## src/rtl/uart_tx_fifo.sv

```systemverilog
// rtl/uart_tx_fifo.sv - 8N1 UART transmitter fed by a small circular byte FIFO
//
// Ports:
//   i_Clock       rising-edge clock for all logic
//   i_Reset       synchronous active-high reset
//   i_Tx_DV       write strobe; byte taken when i_Tx_DV && o_Tx_Ready
//   i_Tx_Byte     byte to queue
//   o_Tx_Ready    FIFO not full
//   o_Tx_Overflow one-cycle pulse after a write that arrived while full (byte dropped)
//   o_Fifo_Count  bytes waiting in the FIFO, excluding the byte on the line
//   o_Tx_Serial   serial line, idles high
//   o_Tx_Active   high while start, data or stop bits are on the line
//   o_Tx_Done     one-cycle pulse in the cycle after the last stop-bit cycle
module uart_tx_fifo #(
  parameter int CLKS_PER_BIT = 87,
  parameter int FIFO_DEPTH   = 4
) (
  input  logic                        i_Clock,
  input  logic                        i_Reset,
  input  logic                        i_Tx_DV,
  input  logic [7:0]                  i_Tx_Byte,
  output logic                        o_Tx_Ready,
  output logic                        o_Tx_Overflow,
  output logic [$clog2(FIFO_DEPTH):0] o_Fifo_Count,
  output logic                        o_Tx_Serial,
  output logic                        o_Tx_Active,
  output logic                        o_Tx_Done
);

  localparam int             AW        = $clog2(FIFO_DEPTH);
  localparam logic [15:0]    LAST_CLK  = 16'(CLKS_PER_BIT - 1);
  localparam logic [AW:0]    FULL      = (AW + 1)'(FIFO_DEPTH);
  localparam logic [AW:0]    ONE       = (AW + 1)'(1);
  localparam logic [AW-1:0]  PTR_ONE   = AW'(1);

  typedef enum logic [2:0] {
    IDLE      = 3'd0,
    START_BIT = 3'd1,
    DATA_BITS = 3'd2,
    STOP_BIT  = 3'd3,
    CLEANUP   = 3'd4
  } state_t;

  // FIFO storage
  logic [7:0]    mem [FIFO_DEPTH];
  logic [AW-1:0] wr_ptr;
  logic [AW-1:0] rd_ptr;
  logic [AW:0]   count;

  // Transmit datapath
  state_t      state, state_n;
  logic [15:0] clk_cnt, clk_cnt_n;
  logic [2:0]  bit_idx, bit_idx_n;
  logic [7:0]  shift, shift_n;
  logic        serial_n, active_n, done_n;

  logic push;
  logic pop;
  logic bit_end;

  assign o_Tx_Ready   = (count != FULL);
  assign o_Fifo_Count = count;

  // Ready is evaluated before the pop, so a write while full is dropped
  // even when the FSM frees a slot in the same cycle.
  assign push    = i_Tx_DV && o_Tx_Ready && !i_Reset;
  assign pop     = (state == IDLE) && (count != '0);
  assign bit_end = (clk_cnt == LAST_CLK);

  always_ff @(posedge i_Clock) begin
    if (i_Reset) begin
      wr_ptr        <= '0;
      rd_ptr        <= '0;
      count         <= '0;
      o_Tx_Overflow <= 1'b0;
    end else begin
      o_Tx_Overflow <= i_Tx_DV && !o_Tx_Ready;
      if (push) begin
        mem[wr_ptr] <= i_Tx_Byte;
        wr_ptr      <= wr_ptr + PTR_ONE;
      end
      if (pop) begin
        rd_ptr <= rd_ptr + PTR_ONE;
      end
      case ({push, pop})
        2'b10:   count <= count + ONE;
        2'b01:   count <= count - ONE;
        default: count <= count;
      endcase
    end
  end

  always_ff @(posedge i_Clock) begin
    if (i_Reset) begin
      state       <= IDLE;
      clk_cnt     <= '0;
      bit_idx     <= '0;
      shift       <= '0;
      o_Tx_Serial <= 1'b1;
      o_Tx_Active <= 1'b0;
      o_Tx_Done   <= 1'b0;
    end else begin
      state       <= state_n;
      clk_cnt     <= clk_cnt_n;
      bit_idx     <= bit_idx_n;
      shift       <= shift_n;
      o_Tx_Serial <= serial_n;
      o_Tx_Active <= active_n;
      o_Tx_Done   <= done_n;
    end
  end

  always_comb begin
    state_n   = state;
    clk_cnt_n = clk_cnt;
    bit_idx_n = bit_idx;
    shift_n   = shift;

    case (state)
      IDLE: begin
        clk_cnt_n = '0;
        bit_idx_n = '0;
        if (count != '0) begin
          shift_n = mem[rd_ptr];
          state_n = START_BIT;
        end
      end
      START_BIT: begin
        if (bit_end) begin
          clk_cnt_n = '0;
          state_n   = DATA_BITS;
        end else begin
          clk_cnt_n = clk_cnt + 16'd1;
        end
      end
      DATA_BITS: begin
        if (bit_end) begin
          clk_cnt_n = '0;
          if (bit_idx == 3'd7) begin
            bit_idx_n = '0;
            state_n   = STOP_BIT;
          end else begin
            bit_idx_n = bit_idx + 3'd1;
          end
        end else begin
          clk_cnt_n = clk_cnt + 16'd1;
        end
      end
      STOP_BIT: begin
        if (bit_end) begin
          clk_cnt_n = '0;
          state_n   = CLEANUP;
        end else begin
          clk_cnt_n = clk_cnt + 16'd1;
        end
      end
      CLEANUP: begin
        state_n = IDLE;
      end
      default: begin
        state_n   = IDLE;
        clk_cnt_n = '0;
        bit_idx_n = '0;
      end
    endcase
  end

  // Line outputs are registered, so they are decoded from the next state
  // to line up with the state they describe.
  always_comb begin
    serial_n = 1'b1;
    active_n = 1'b0;
    done_n   = 1'b0;
    case (state_n)
      START_BIT: begin
        serial_n = 1'b0;
        active_n = 1'b1;
      end
      DATA_BITS: begin
        serial_n = shift_n[bit_idx_n];
        active_n = 1'b1;
      end
      STOP_BIT: begin
        active_n = 1'b1;
      end
      CLEANUP: begin
        done_n = 1'b1;
      end
      default: begin
        serial_n = 1'b1;
      end
    endcase
  end

endmodule

```

## config.mk

```make
export PLATFORM = sky130hd
export DESIGN_NAME = uart_tx_fifo
export DESIGN_NICKNAME = d
export VERILOG_FILES = /design/src/rtl/uart_tx_fifo.sv
export SDC_FILE = /design/constraint.sdc
export NUM_CORES = 1
export LEC_CHECK = 0
export ABC_CLOCK_PERIOD_IN_PS = 2600
export CELL_PAD_IN_SITES_DETAIL_PLACEMENT = 1
export CELL_PAD_IN_SITES_GLOBAL_PLACEMENT = 1
export CORE_UTILIZATION = 43
export DETAILED_ROUTE_END_ITERATION = 16
export MAX_ROUTING_LAYER = met4
export PLACE_DENSITY = 0.76
export SLEW_MARGIN = 5
export SYNTH_ARGS = -nofsm -noshare
export SYNTH_HDL_FRONTEND = slang
export SYNTH_SLANG_ARGS = --single-unit
```

## constraint.sdc

```tcl
create_clock -name i_Clock -period 2.6 [get_ports i_Clock]
set_input_delay 0.65 -clock i_Clock [delete_from_list [all_inputs] [get_ports i_Clock]]
set_output_delay 0.65 -clock i_Clock [all_outputs]
set_load 0.1 [all_outputs]
```

# Word level (Yosys, flattened, before mapping)
# Memory sizes are Yosys's and may differ from the RTL's. A register that Yosys moved wholly into a read port is not among the register bits.
# Index checks and enable logic that the tools add are counted.
# Widths: inputs -> output; s select.
# totals
register_bits	41
mem_bits_rw	32
out_inout_bits	8
word_cells	68
mem_count	1
# op_classes
n_addsub	6
n_lt_le_gt_ge	1
eq_ne	13
muxes	24
n_reduce_logical	12
# memory_table
memory	words	width	read_ports	rd_ports_with_merged_regs	write_ports	line	rtl
mem	4	8	1	1	1	45	logic [7:0] mem [FIFO_DEPTH];
# ops
cell	n
$pmux 16 s2	1
$mux 3	7
$add 16x1->16 const B	1
$eq 16x7->1 const B	1
$mux 16	1
$mux 8	2
$eq 3x2->1 const B	4
$pmux 3 s2	2
$pmux 3 s4	1
$eq 3x3->1 const B	3
$reduce_or 3->1	3
$add 3x1->3 const B	2
$eq 3x1->1 const B	2
$mux 1	6
$add 2x1->2 const B	2
$logic_and 1x1->1	4
$lt 3x4->1 const B	1
$mux 2	2
$bmux 1 s3	1
$logic_not 3->1	1
$ne 3x3->1 const B	1
$reduce_bool 3->1	1
$sub 3x1->3 const B	1
$eq 2x1->1 const B	1
4 further kinds	5

# Longest topological paths before layout
# depth
depth_word	7
depth_mapped	11
mapped_depth_nobuf	9

# Worst setup path after synthesis
# Ideal clock, no wire load.
# synth_path
path_kind	flip-flop to flip-flop
startpoint	register count[2], in the netlist o_Fifo_Count[2]
endpoint	register count[2], in the netlist o_Fifo_Count[2]
arrival_ps	2723
path_slack_ps	-193
path_stages_with_launch	10
path_buffers	2
period_less_slack_ps	2793
cell_sequence	dfxtp_1 o311a_1 buf_6 buf_4 ha_1 inv_1 fa_1 xor2_1 or3_1 a21oi_1
# synth_rtl
element	line	rtl
from (decl)	48	logic [AW:0] count;
from (signal assigned)	86	2'b10: count <= count + ONE;
from (signal assigned)	87	2'b01: count <= count - ONE;
from (signal assigned)	88	default: count <= count;
$reduce_bool 3->1 *	67	assign pop = (state == IDLE) && (count != '0);
$logic_and 1x1->1 *	67	
named net pop	58	logic pop;
$eq 2x1->1 or $eq 2x2->1 (tied branches)	85	case ({push, pop})
$pmux 3 s2 or $reduce_bool 2->1 (tied branches)	-	
# Mark *: on every way through the listed nets, which the timed path passes. The rest lies on a longest branch.
# A chain may end at the register's enable or synchronous reset.

# Final worst setup path
# layout_path
startpoint	register clk_cnt[15]
endpoint	register o_Tx_Serial
# layout_via
elab_chain_len	6
# layout_rtl
element	line	rtl
from (decl)	52	logic [15:0] clk_cnt, clk_cnt_n;
from (signal assigned)	104	clk_cnt <= clk_cnt_n;
$eq 16x7->1 *	68	assign bit_end = (clk_cnt == LAST_CLK);
$mux 3	137	if (bit_end) begin
$pmux 3 s2	119	case (state)
$bmux 1 s3	180	serial_n = shift_n[bit_idx_n];
$mux 1 (implied by the code)	180	
$pmux 1 s2 *	174	case (state_n)
to (signal assigned)	107	o_Tx_Serial <= serial_n;
to (decl)	25	output logic o_Tx_Serial,
# Mark *: on every way between the ends. The rest lies on a longest branch, timed or not. The select of a mux whose other input is x is not followed.

==> results.json <==
{
  "synth.top_cell.area_share_pct": 28.4,
  "gr-usage-all-layers_pct": 21.5,
  "power_leakage_uw": 0.00149,
  "synth_compound_area_share_pct": 11.9,
  "synth_edf_count": 32,
  "design_area_mm2": 0.00405,
  "ys_top_cells_by_area": "edfxtp_1 (28%), dfxtp_1 (25%), mux4_2 (5.3%), nor2_1 (4.4%), ha_1 (3.3%)",
  "die_x_um": 90.7,
  "grt_pass1_vias": 2667,
  "first_iter_violations": 106,
  "core-area_mm2": 0.00745,
  "outcome": "complete, but fails checks",
  "grtUsageMet2_pct": 34.3,
  "ios": 19,
  "diodes": 0,
  "wl_per_cell_um": 17.6,
  "drc": 0,
  "crit_fanout": 5,
  "drive_above_1_share_pct": 23.3,
  "muxShareOfSynthArea_pct": 8.31,
  "worstMarginPinSlew_ps": 560,
  "clk_pin_slew_ps": 90,
  "violations": "setup timing",
  "synthXorXnorAreaFrac_pct": 1.55,
  "grt.met1_usage_pct": 26.4,
  "grt_setup_unrepaired": "true",
  "ys_types": 57,
  "n_fill_cell": 831,
  "grt_antenna_before_repair": 0,
  "row_count": 31,
  "grtUsageMet3_pct": 5.22,
  "finalSetupTns_ps": -54.1,
  "die_y_um": 90.7,
  "startpoint_type": "flop",
  "ir_drop_mv": 0.481,
  "fin_util_pct": 54.4,
  "path_class": "flop to flop",
  "numCtsBuffers": 9,
  "nets": 363,
  "synth_ff_type": "dfxtp_1",
  "dp_hpwl_mm": 5.44,
  "antenna_left": 0,
  "grt_pass1_wl_mm": 13.3,
  "clk_latency_ps": 350,
  "yosysSeqAreaShare_pct": 53.8,
  "synth_top_family_by_area": "simple AND/OR/NAND/NOR gates",
  "end_kind": "flop",
  "grt_max_degree": 42,
  "htreeDepth": 3,
  "io_buffers": 18,
  "clock-root-buffer": "clkbuf_8",
  "drt-pass1-iter-count": 4,
  "syn_nets": 320,
  "crit_arrival_ps": 2900,
  "grt-ovfl-total": 0,
  "hold_viol_final": 0,
  "fmax_mhz": 377,
  "dieArea_mm2": 0.00823,
  "postSynthAreaPerCell_um2": 11.3,
  "postSynth.asyncResetShare_pct": 0,
  "fin_ws_ps": -54.1,
  "cts_tree": "yes",
  "period_needed_ps": 2650,
  "hold_class": "flop to flop",
  "clockBufferDepth": 2,
  "gp_congestion": 0.762,
  "post_dp_cell_area_mm2": 0.00380,
  "syn-cell-area_mm2": 0.00339,
  "wirelength_mm": 7.84,
  "synth_common_cells": "dfxtp_1 (43), nor2_1 (40), edfxtp_1 (32), nand2_1 (21), a21oi_1 (15)",
  "vias_per_cell": 5.53,
  "dr_total_vias": 2466,
  "setup_viol": 1,
  "relSlewSlack_pct": 62.4,
  "netlist_instances": 299,
  "yosys_warnings": 0,
  "fin_worst_skew_ps": 8.33,
  "synth-seq-cells": 75,
  "yosysTopAreaCell": "edfxtp_1",
  "max-cap-violations": 0,
  "power.density_mw_per_mm2": 855,
  "synth-simple-area-share_pct": 16.4,
  "finalCritPeriodShare_pct": 102,
  "yosys.area_share.adder_pct": 3.92,
  "place_ws_ps": -57.8,
  "crit_required_ps": 2840,
  "cts_sinks": 75,
  "synthToLayoutAreaGrowth_pct": 19.6,
  "yosysMostFrequentCell": "dfxtp_1",
  "top_usage_layer": "met2",
  "slew_viol_final": 0,
  "initial_core_util_pct": 45.5
}
[power by group]
part	internal, uW	switching, uW
Sequential	1370	104
Combinational	392	585
Clock	547	468
Total	2310	1160
[per-layer routing]
metal	vias to the layer above	routed length (um)	part of all wire [%]
li1	1188	-	-
met1	1226	3540	45
met2	37	3980	51
met3	15	176	2.2
met4	0	149	1.9
met5	-	0	0
[critical path, stage by stage (launching register included)]
cell      delay (ps)
dfxtp_2          330
or4b_4           540
buf_4            150
nor4_4           350
and2_4           250
a221oi_4          70
buf_4            180
a311o_1          370
a311o_1          310
[layout make-up]
| cell class | count | area (um2) | share of cell area [%] |
|---|---|---|---|
| Tap cell | 99 | 124 | 3.06 |
| Inverter | 10 | 37.5 | 0.927 |
| Clock buffer | 9 | 124 | 3.06 |
| Sequential cell | 75 | 1830 | 45.1 |
| Multi-Input combinational cell | 197 | 1430 | 35.4 |
| Timing Repair Buffer | 49 | 405 | 10.0 |
| Clock inverter | 7 | 98.8 | 2.44 |
[stage by stage]
stage / hold slack [ps] / total power (uW) / instances
floorplan: 448 / 2210 / 299
global placement: 477 / 2430 / 427
detailed placement: 493 / 2480 / 427
CTS: 514 / 3500 / 443
global route: 546 / 3660 / 446
finish: 504 / 3460 / 446
[cell usage in the layout (no fill, tap or decap), types with 8 or more instances in the layout]
cell and instances:
edfxtp_1 32, mux4_2 8, clkdlybuf4s50_1 10, dfxtp_1 39, nand3_1 8, o21ai_0 14, ha_1 9, clkbuf_8 9
buf_4 38, nor2_1 40, inv_1 10, mux2i_1 8, nand2_1 21, a21oi_1 14
[state kept, by name, summed over array words and instances (netlist names), named ones only]
register and count:
o_Fifo_Count 3, bit_idx 3, clk_cnt 16, o_Tx_Overflow 1, shift 8, rd_ptr 2
wr_ptr 2, state 3, o_Tx_Active 1, o_Tx_Serial 1, mem 32, o_Tx_Done 1
[path summary, 6_finish.rpt]
check,startpoint,end,slack [ps],cells past startpoint
max,clk_cnt[15],o_Tx_Serial,-50,8
min,shift[5],shift[5],500,2
max reg2reg,clk_cnt[15],o_Tx_Serial,-50,8
min reg2reg,shift[5],shift[5],500,2
[repair_timing]
action,4_1_cts,5_1_grt
setup buffers,0,3
pin swaps,1,3
hold buffers,0,0
resized for setup,1,2
endpoints found under the setup margin,1,1
[cells by family after synthesis]
| group | count (synthesis) |
|---|---|
| DFF | 75 |
| xor gates and xnor gates | 6 |
| adders and majority gates | 10 |
| muxes | 18 |
| and+or+nand+nor | 106 |
| AOI/OAI and AO/OA | 57 |
| buffers and inverters | 27 |
No activity file was read; power rests on OpenSTA's default activity.
